## src/rtl/sccb_write_ctrl.sv

```systemverilog
// SCCB register-write sequencer for the OV7670: START, device ID, register, data, STOP.
// Optional macro SCCB_RETRY_EN re-sends the whole transaction after a NACK, up to RETRY_LIMIT times.
module sccb_write_ctrl #(
  parameter int         CLK_DIV  = 250,
  parameter logic [7:0] DEV_ADDR = 8'h42
`ifdef SCCB_RETRY_EN
  , parameter int       RETRY_LIMIT = 3
`endif
) (
  input  logic       clk,
  input  logic       reset,
  input  logic       start_req,
  input  logic [7:0] reg_addr,
  input  logic [7:0] reg_data,
  output logic       busy,
  output logic       done,
  output logic       ack_err,
  output logic       scl,
  output logic       sda_out,
  output logic       sda_oe,
  input  logic       sda_in
);

  typedef enum logic [2:0] {IDLE, START, BIT, ACK, STOP, DONE} state_t;

  localparam int DW = (CLK_DIV > 2) ? $clog2(CLK_DIV) : 1;

  state_t        state;
  logic [DW-1:0] div;
  logic [1:0]    q;
  logic [2:0]    bitidx;
  logic [1:0]    byteidx;
  logic [7:0]    addr_q;
  logic [7:0]    data_q;
  logic          qtick;

`ifdef SCCB_RETRY_EN
  localparam int RW = (RETRY_LIMIT > 0) ? $clog2(RETRY_LIMIT + 1) : 1;
  logic [RW-1:0] retries;
`endif

  assign qtick   = busy && (div == DW'(CLK_DIV - 1));
  assign sda_out = 1'b0;

  function automatic logic bit_of(input logic [1:0] b, input logic [2:0] i);
    case (b)
      2'd0:    bit_of = DEV_ADDR[i];
      2'd1:    bit_of = addr_q[i];
      default: bit_of = data_q[i];
    endcase
  endfunction

  function automatic logic scl_of(input state_t st, input logic [1:0] qq);
    case (st)
      START:   scl_of = (qq < 2'd2);
      BIT,
      ACK:     scl_of = (qq == 2'd1) || (qq == 2'd2);
      STOP:    scl_of = (qq != 2'd0);
      default: scl_of = 1'b1;
    endcase
  endfunction

  function automatic logic oe_of(input state_t st, input logic [1:0] qq, input logic bv);
    case (st)
      START:   oe_of = (qq != 2'd0);
      BIT:     oe_of = !bv;
      STOP:    oe_of = (qq < 2'd2);
      default: oe_of = 1'b0;
    endcase
  endfunction

  // Outputs are registered from the quarter/state being entered, so pins change on the qtick edge.
  always_ff @(posedge clk or posedge reset) begin
    if (reset) begin
      state   <= IDLE;
      div     <= '0;
      q       <= '0;
      bitidx  <= '0;
      byteidx <= '0;
      addr_q  <= '0;
      data_q  <= '0;
      busy    <= 1'b0;
      done    <= 1'b0;
      ack_err <= 1'b0;
      scl     <= 1'b1;
      sda_oe  <= 1'b0;
`ifdef SCCB_RETRY_EN
      retries <= '0;
`endif
    end else begin
      done <= 1'b0;
      if (busy) div <= qtick ? '0 : div + 1'b1;
      case (state)
        IDLE: begin
          if (start_req) begin
            addr_q  <= reg_addr;
            data_q  <= reg_data;
            ack_err <= 1'b0;
            busy    <= 1'b1;
            div     <= '0;
            q       <= '0;
            state   <= START;
`ifdef SCCB_RETRY_EN
            retries <= '0;
`endif
          end
        end
        DONE: state <= IDLE;
        default: begin
          if (qtick) begin
            if (state == ACK && q == 2'd2 && sda_in) ack_err <= 1'b1;
            if (q != 2'd3) begin
              q      <= q + 2'd1;
              scl    <= scl_of(state, q + 2'd1);
              sda_oe <= oe_of(state, q + 2'd1, bit_of(byteidx, bitidx));
            end else begin
              q <= '0;
              case (state)
                START: begin
                  state   <= BIT;
                  byteidx <= '0;
                  bitidx  <= 3'd7;
                  scl     <= 1'b0;
                  sda_oe  <= !DEV_ADDR[7];
                end
                BIT: begin
                  scl <= 1'b0;
                  if (bitidx == 3'd0) begin
                    state  <= ACK;
                    sda_oe <= 1'b0;
                  end else begin
                    bitidx <= bitidx - 3'd1;
                    sda_oe <= !bit_of(byteidx, bitidx - 3'd1);
                  end
                end
                ACK: begin
                  scl <= 1'b0;
                  if (byteidx != 2'd2) begin
                    byteidx <= byteidx + 2'd1;
                    bitidx  <= 3'd7;
                    state   <= BIT;
                    sda_oe  <= !bit_of(byteidx + 2'd1, 3'd7);
                  end else begin
                    state  <= STOP;
                    sda_oe <= 1'b1;
                  end
                end
                STOP: begin
                  scl    <= 1'b1;
                  sda_oe <= 1'b0;
`ifdef SCCB_RETRY_EN
                  // A NACKed attempt restarts straight from STOP while busy stays high.
                  if (ack_err && retries != RW'(RETRY_LIMIT)) begin
                    retries <= retries + 1'b1;
                    ack_err <= 1'b0;
                    state   <= START;
                  end else begin
                    state <= DONE;
                    busy  <= 1'b0;
                    done  <= 1'b1;
                  end
`else
                  state <= DONE;
                  busy  <= 1'b0;
                  done  <= 1'b1;
`endif
                end
                default: state <= IDLE;
              endcase
            end
          end
        end
      endcase
    end
  end

endmodule

```

## config.mk

```make
export PLATFORM = sky130hd
export DESIGN_NAME = sccb_write_ctrl
export DESIGN_NICKNAME = d
export VERILOG_FILES = /design/src/rtl/sccb_write_ctrl.sv
export SDC_FILE = /design/constraint.sdc
export NUM_CORES = 1
export LEC_CHECK = 0
export CORE_ASPECT_RATIO = 1.1
export CORE_UTILIZATION = 51
export DETAILED_ROUTE_END_ITERATION = 12
export HOLD_SLACK_MARGIN = 0.05
export PLACE_DENSITY_LB_ADDON = 0.12
export RECOVER_POWER = 25
export SLEW_MARGIN = 30
export SYNTH_ARGS = -nofsm -noshare
export SYNTH_HDL_FRONTEND = slang
export SYNTH_SLANG_ARGS = --single-unit
```

## constraint.sdc

```tcl
create_clock -name clk -period 2.3 [get_ports clk]
set_input_delay 0.23 -clock clk [delete_from_list [all_inputs] [get_ports clk]]
set_output_delay 0.23 -clock clk [all_outputs]
set_load 0.1 [all_outputs]
```

==> results of run 1 <==
-- stage by stage --
step                      hold WS [ps]  power (mW)  area [µm²]
final                              437        1.54        2800
after global routing               510        1.63        2800
after CTS                          318        1.56        2800
after detailed placement           492        1.08        2710
after global placement             488        1.08        2710
after floorplan                    365        1.00        2430
-- flip-flops by register name, indices dropped and copies added, names as in the netlist --
signal / flops
bitidx: 3
data_q: 8
done: 1
busy: 1
sda_oe: 1
addr_q: 8
q: 2
div: 8
ack_err: 1
scl: 1
state: 3
byteidx: 2
-- synth_stat cells (3+ instances only) --
cell,n
a21oi_1,15
a31oi_1,3
and2_1,3
buf_2,6
dfrtp_1,38
ha_1,12
inv_1,12
mux2_1,3
mux2_2,19
mux4_1,4
mux4_2,4
nand2_1,9
nand3_1,6
nand4_1,4
nor2_1,17
nor2b_1,4
nor3_1,6
nor3b_1,3
o21ai_0,7
xnor2_1,3
xor2_1,4
-- layout make-up --
type | instances | area, µm² | area share, %
timing repair buffer | 31 | 293 | 10.5
inverter | 12 | 45.0 | 1.61
clock inverter | 3 | 20.0 | 0.716
tap | 54 | 67.6 | 2.42
sequential | 39 | 978 | 35.0
clock buffer | 5 | 68.8 | 2.46
multi-input combinational | 157 | 1320 | 47.3
-- path summary, 6_finish.rpt --
check                                      start                    end  slack, ps  cells past startpoint
hold reg to reg              ack_err$_DFFE_PP0P_    ack_err$_DFFE_PP0P_        510                      2
max in group asynchronous                  reset  addr_q[4]$_DFFE_PP0P_       1310                      3
min in group clk             ack_err$_DFFE_PP0P_    ack_err$_DFFE_PP0P_        510                      2
setup reg to reg           bitidx[1]$_DFFE_PP0P_     sda_oe$_DFFE_PP0P_        260                      7
setup / recovery           bitidx[1]$_DFFE_PP0P_     sda_oe$_DFFE_PP0P_        260                      7
hold / removal                             reset       div[0]$_DFF_PP0_        440                      2
-- power groups by stage --
stage	Sequential, mW	Combinational (mW)	Clock, mW
floorplan	0.832	0.171	0
global placement	0.846	0.232	0
detailed placement	0.846	0.236	0
CTS	0.833	0.239	0.488
global route	0.845	0.268	0.514
finish	0.833	0.236	0.475
-- routing by layer --
metal	track usage (%)	part of all wire [%]	wire, µm
met1	31.8	50	2340
met2	32.1	46	2150
met3	4.60	2.6	121
met4	7.09	1.3	59
met5	0	0	0
-- cell usage in the layout (no fill, tap or decap), types with 7 or more instances in the layout --
master,count
buf_4,11
dfrtp_1,37
clkdlybuf4s50_1,18
nand2_1,9
mux2_2,19
ha_1,12
a21oi_1,15
nor2_1,17
o21ai_0,7
inv_1,12
-- kinds of logic (layout without fill, tap and decap cells) --
logic type,count (synthesis),after routing,share of synthesized area (%)
and+or+nand+nor,67,67,15.8
DFF,39,39,40.3
other,1,1,0.155
buffers and inverters,25,51,5.52
AOI/OAI and AO/OA,37,37,9.75
adders and majority gates,12,12,6.19
xor gates and xnor gates,8,8,3.20
muxes,32,32,19.1
==> summary.txt, run 1 <==
Status
  – Status: finished clean

Power and ir drop
  – Power Internal: between 1 and 1.5 mW
  – Sequential power share: a little over half
  – Clk pwr share: slightly above 30%
  – Worst vdd ir: between 500 and 600 µV
  – Switch Pwr: ~450 µW
  – Total power per unit cell area: between 500 and 600 nW/µm²
  – Switching share of power: about 30%
  – Leak: 1.20 nW
  – Power share of the combinational group: between 10% and 20%

Setup path
  – CP top delay family: multiplexers
  – Crit Path Class: reg2reg
  – CP Max Fanout: 5
  – CP required: ~2500 ps
  – Largest stage delay on the critical path: 560 ps
  – CP Cell Sequence: inv_1 > ha_1 > mux4_1 > mux2_2 > nand2_1 > and3_1 > o31a_1
  – CP startpoint kind: flip-flop
  – Worst Path Arrival: 2290 ps
  – CP bufs+invs: 1
  – Critical Path End Type: flip-flop
  – Critical Path Slowest Stage Cell: mux4_1

Timing
  – Clk_skew: approximately 7 ps
  – Max-slew violations: 0
  – Tmin final: 2040 ps
  – Final Worst Setup Slack: ~260 ps
  – Maximum clock frequency: ~500 MHz
  – Final period utilization: between 80% and 90%
  – Setup tns final: 0 ps
  – RSZ-0062 raised after global routing: no
  – Final hold violation count: 0
  – Worst slew margin: around three fifths
  – Worst Tran Pin Value: about 600 ps
  – Final setup violation count: 0

Detailed routing
  – First-pass iteration count of the detailed router: 4
  – Post-DRT Antenna Nets: 0
  – Routed len/inst: between 15 and 20 µm
  – Via density: between 5 and 6
  – Total number of vias: 1749
  – DRC violations left: 0
  – Post-Route WL: 4.67 mm
  – First DRT Iteration DRCs: 87

CTS
  – Post-CTS sizing: 0
  – TritonCTS clock tree: done
  – Cts bufs inserted: 5
  – CTS Root Cell: clkbuf_8
  – Clk buf depth: 2
  – CTS H-tree lvls: 2
  – Clk sinks: 39
  – CTS Hold Bufs: 0
  – Post-CTS setup buffers: 0
  – Worst-skew pair later-pin latency: roughly 300 ps
  – Clock transition at path regs: around 80 ps

Place
  – Dpl ws: 260 ps
  – Placed insts: just under 300
  – Post-DP HPWL: between 3 and 4 mm
  – Port buffer count: 24
  – Placer Congestion: 0.846

Run
  – Max-cap check violation count: 0

Die
  – Starting Density: a little over half
  – DIE AREA: ~5000 µm²
  – Die Wd: 67.7 µm
  – I/O Pins: 26
  – Site row count: 25
  – Die height: about 74 µm
  – Core area: between 4000 and 5000 µm²

Logic synthesis
  – Most used flip-flop cell after synthesis: dfrtp_1
  – EDFF count, synth: 0
  – FF+latch count, synth: 39
  – Top cells by area, synth: dfrtp_1, mux2_2, ha_1, mux4_1, mux4_2
  – Cell taking the most area after synthesis: dfrtp_1
  – Register area share after synthesis: about two fifths
  – Synth unique cells: 53
  – Synth Area per Inst: 11.0 µm²
  – Post-synthesis cell area: 2420 µm²
  – Top cell type's share of synthesized area: 39.2%
  – Syn nets: between 200 and 300
  – Yosys warning count: 0
  – Async S/R FF share, synth: 100%
  – Cells after synthesis: 221

Cells and area
  – Layout fillers: a little over 400
  – Final net count: 278
  – Fin util: a little over three fifths
  – Post-Layout Cell Count: approximately 300
  – Synth-to-Final Area Change: 15.3%
  – Ant diodes: 0
  – Share of layout cells above drive strength 1: between 20 and 25%

Global routing
  – Total global-route track usage: ~22%
  – Vias in the first global route: around 1600
  – First-pass GRT wire length: between 7 and 8 mm
  – Largest net degree at the start of global routing: 26
  – Number of antenna violations at the first check in global routing: 0
  – Gr ovfl total: 0

Hold path
  – Hold WC Path Type: in2async
(Power assumes the default switching activity.)
==> run 2, diff against run 1 <==
--- a/config.mk
+++ b/config.mk
@@ -7,8 +7,8 @@
 export LEC_CHECK = 0
 export CORE_ASPECT_RATIO = 1.1
 export CORE_UTILIZATION = 51
+export CTS_CLUSTER_DIAMETER = 30
 export DETAILED_ROUTE_END_ITERATION = 12
-export HOLD_SLACK_MARGIN = 0.05
 export PLACE_DENSITY_LB_ADDON = 0.12
 export RECOVER_POWER = 25
 export SLEW_MARGIN = 30
==> results of run 2 <==
Same layout as run 1: the final DEF is identical, and so are final timing and power.
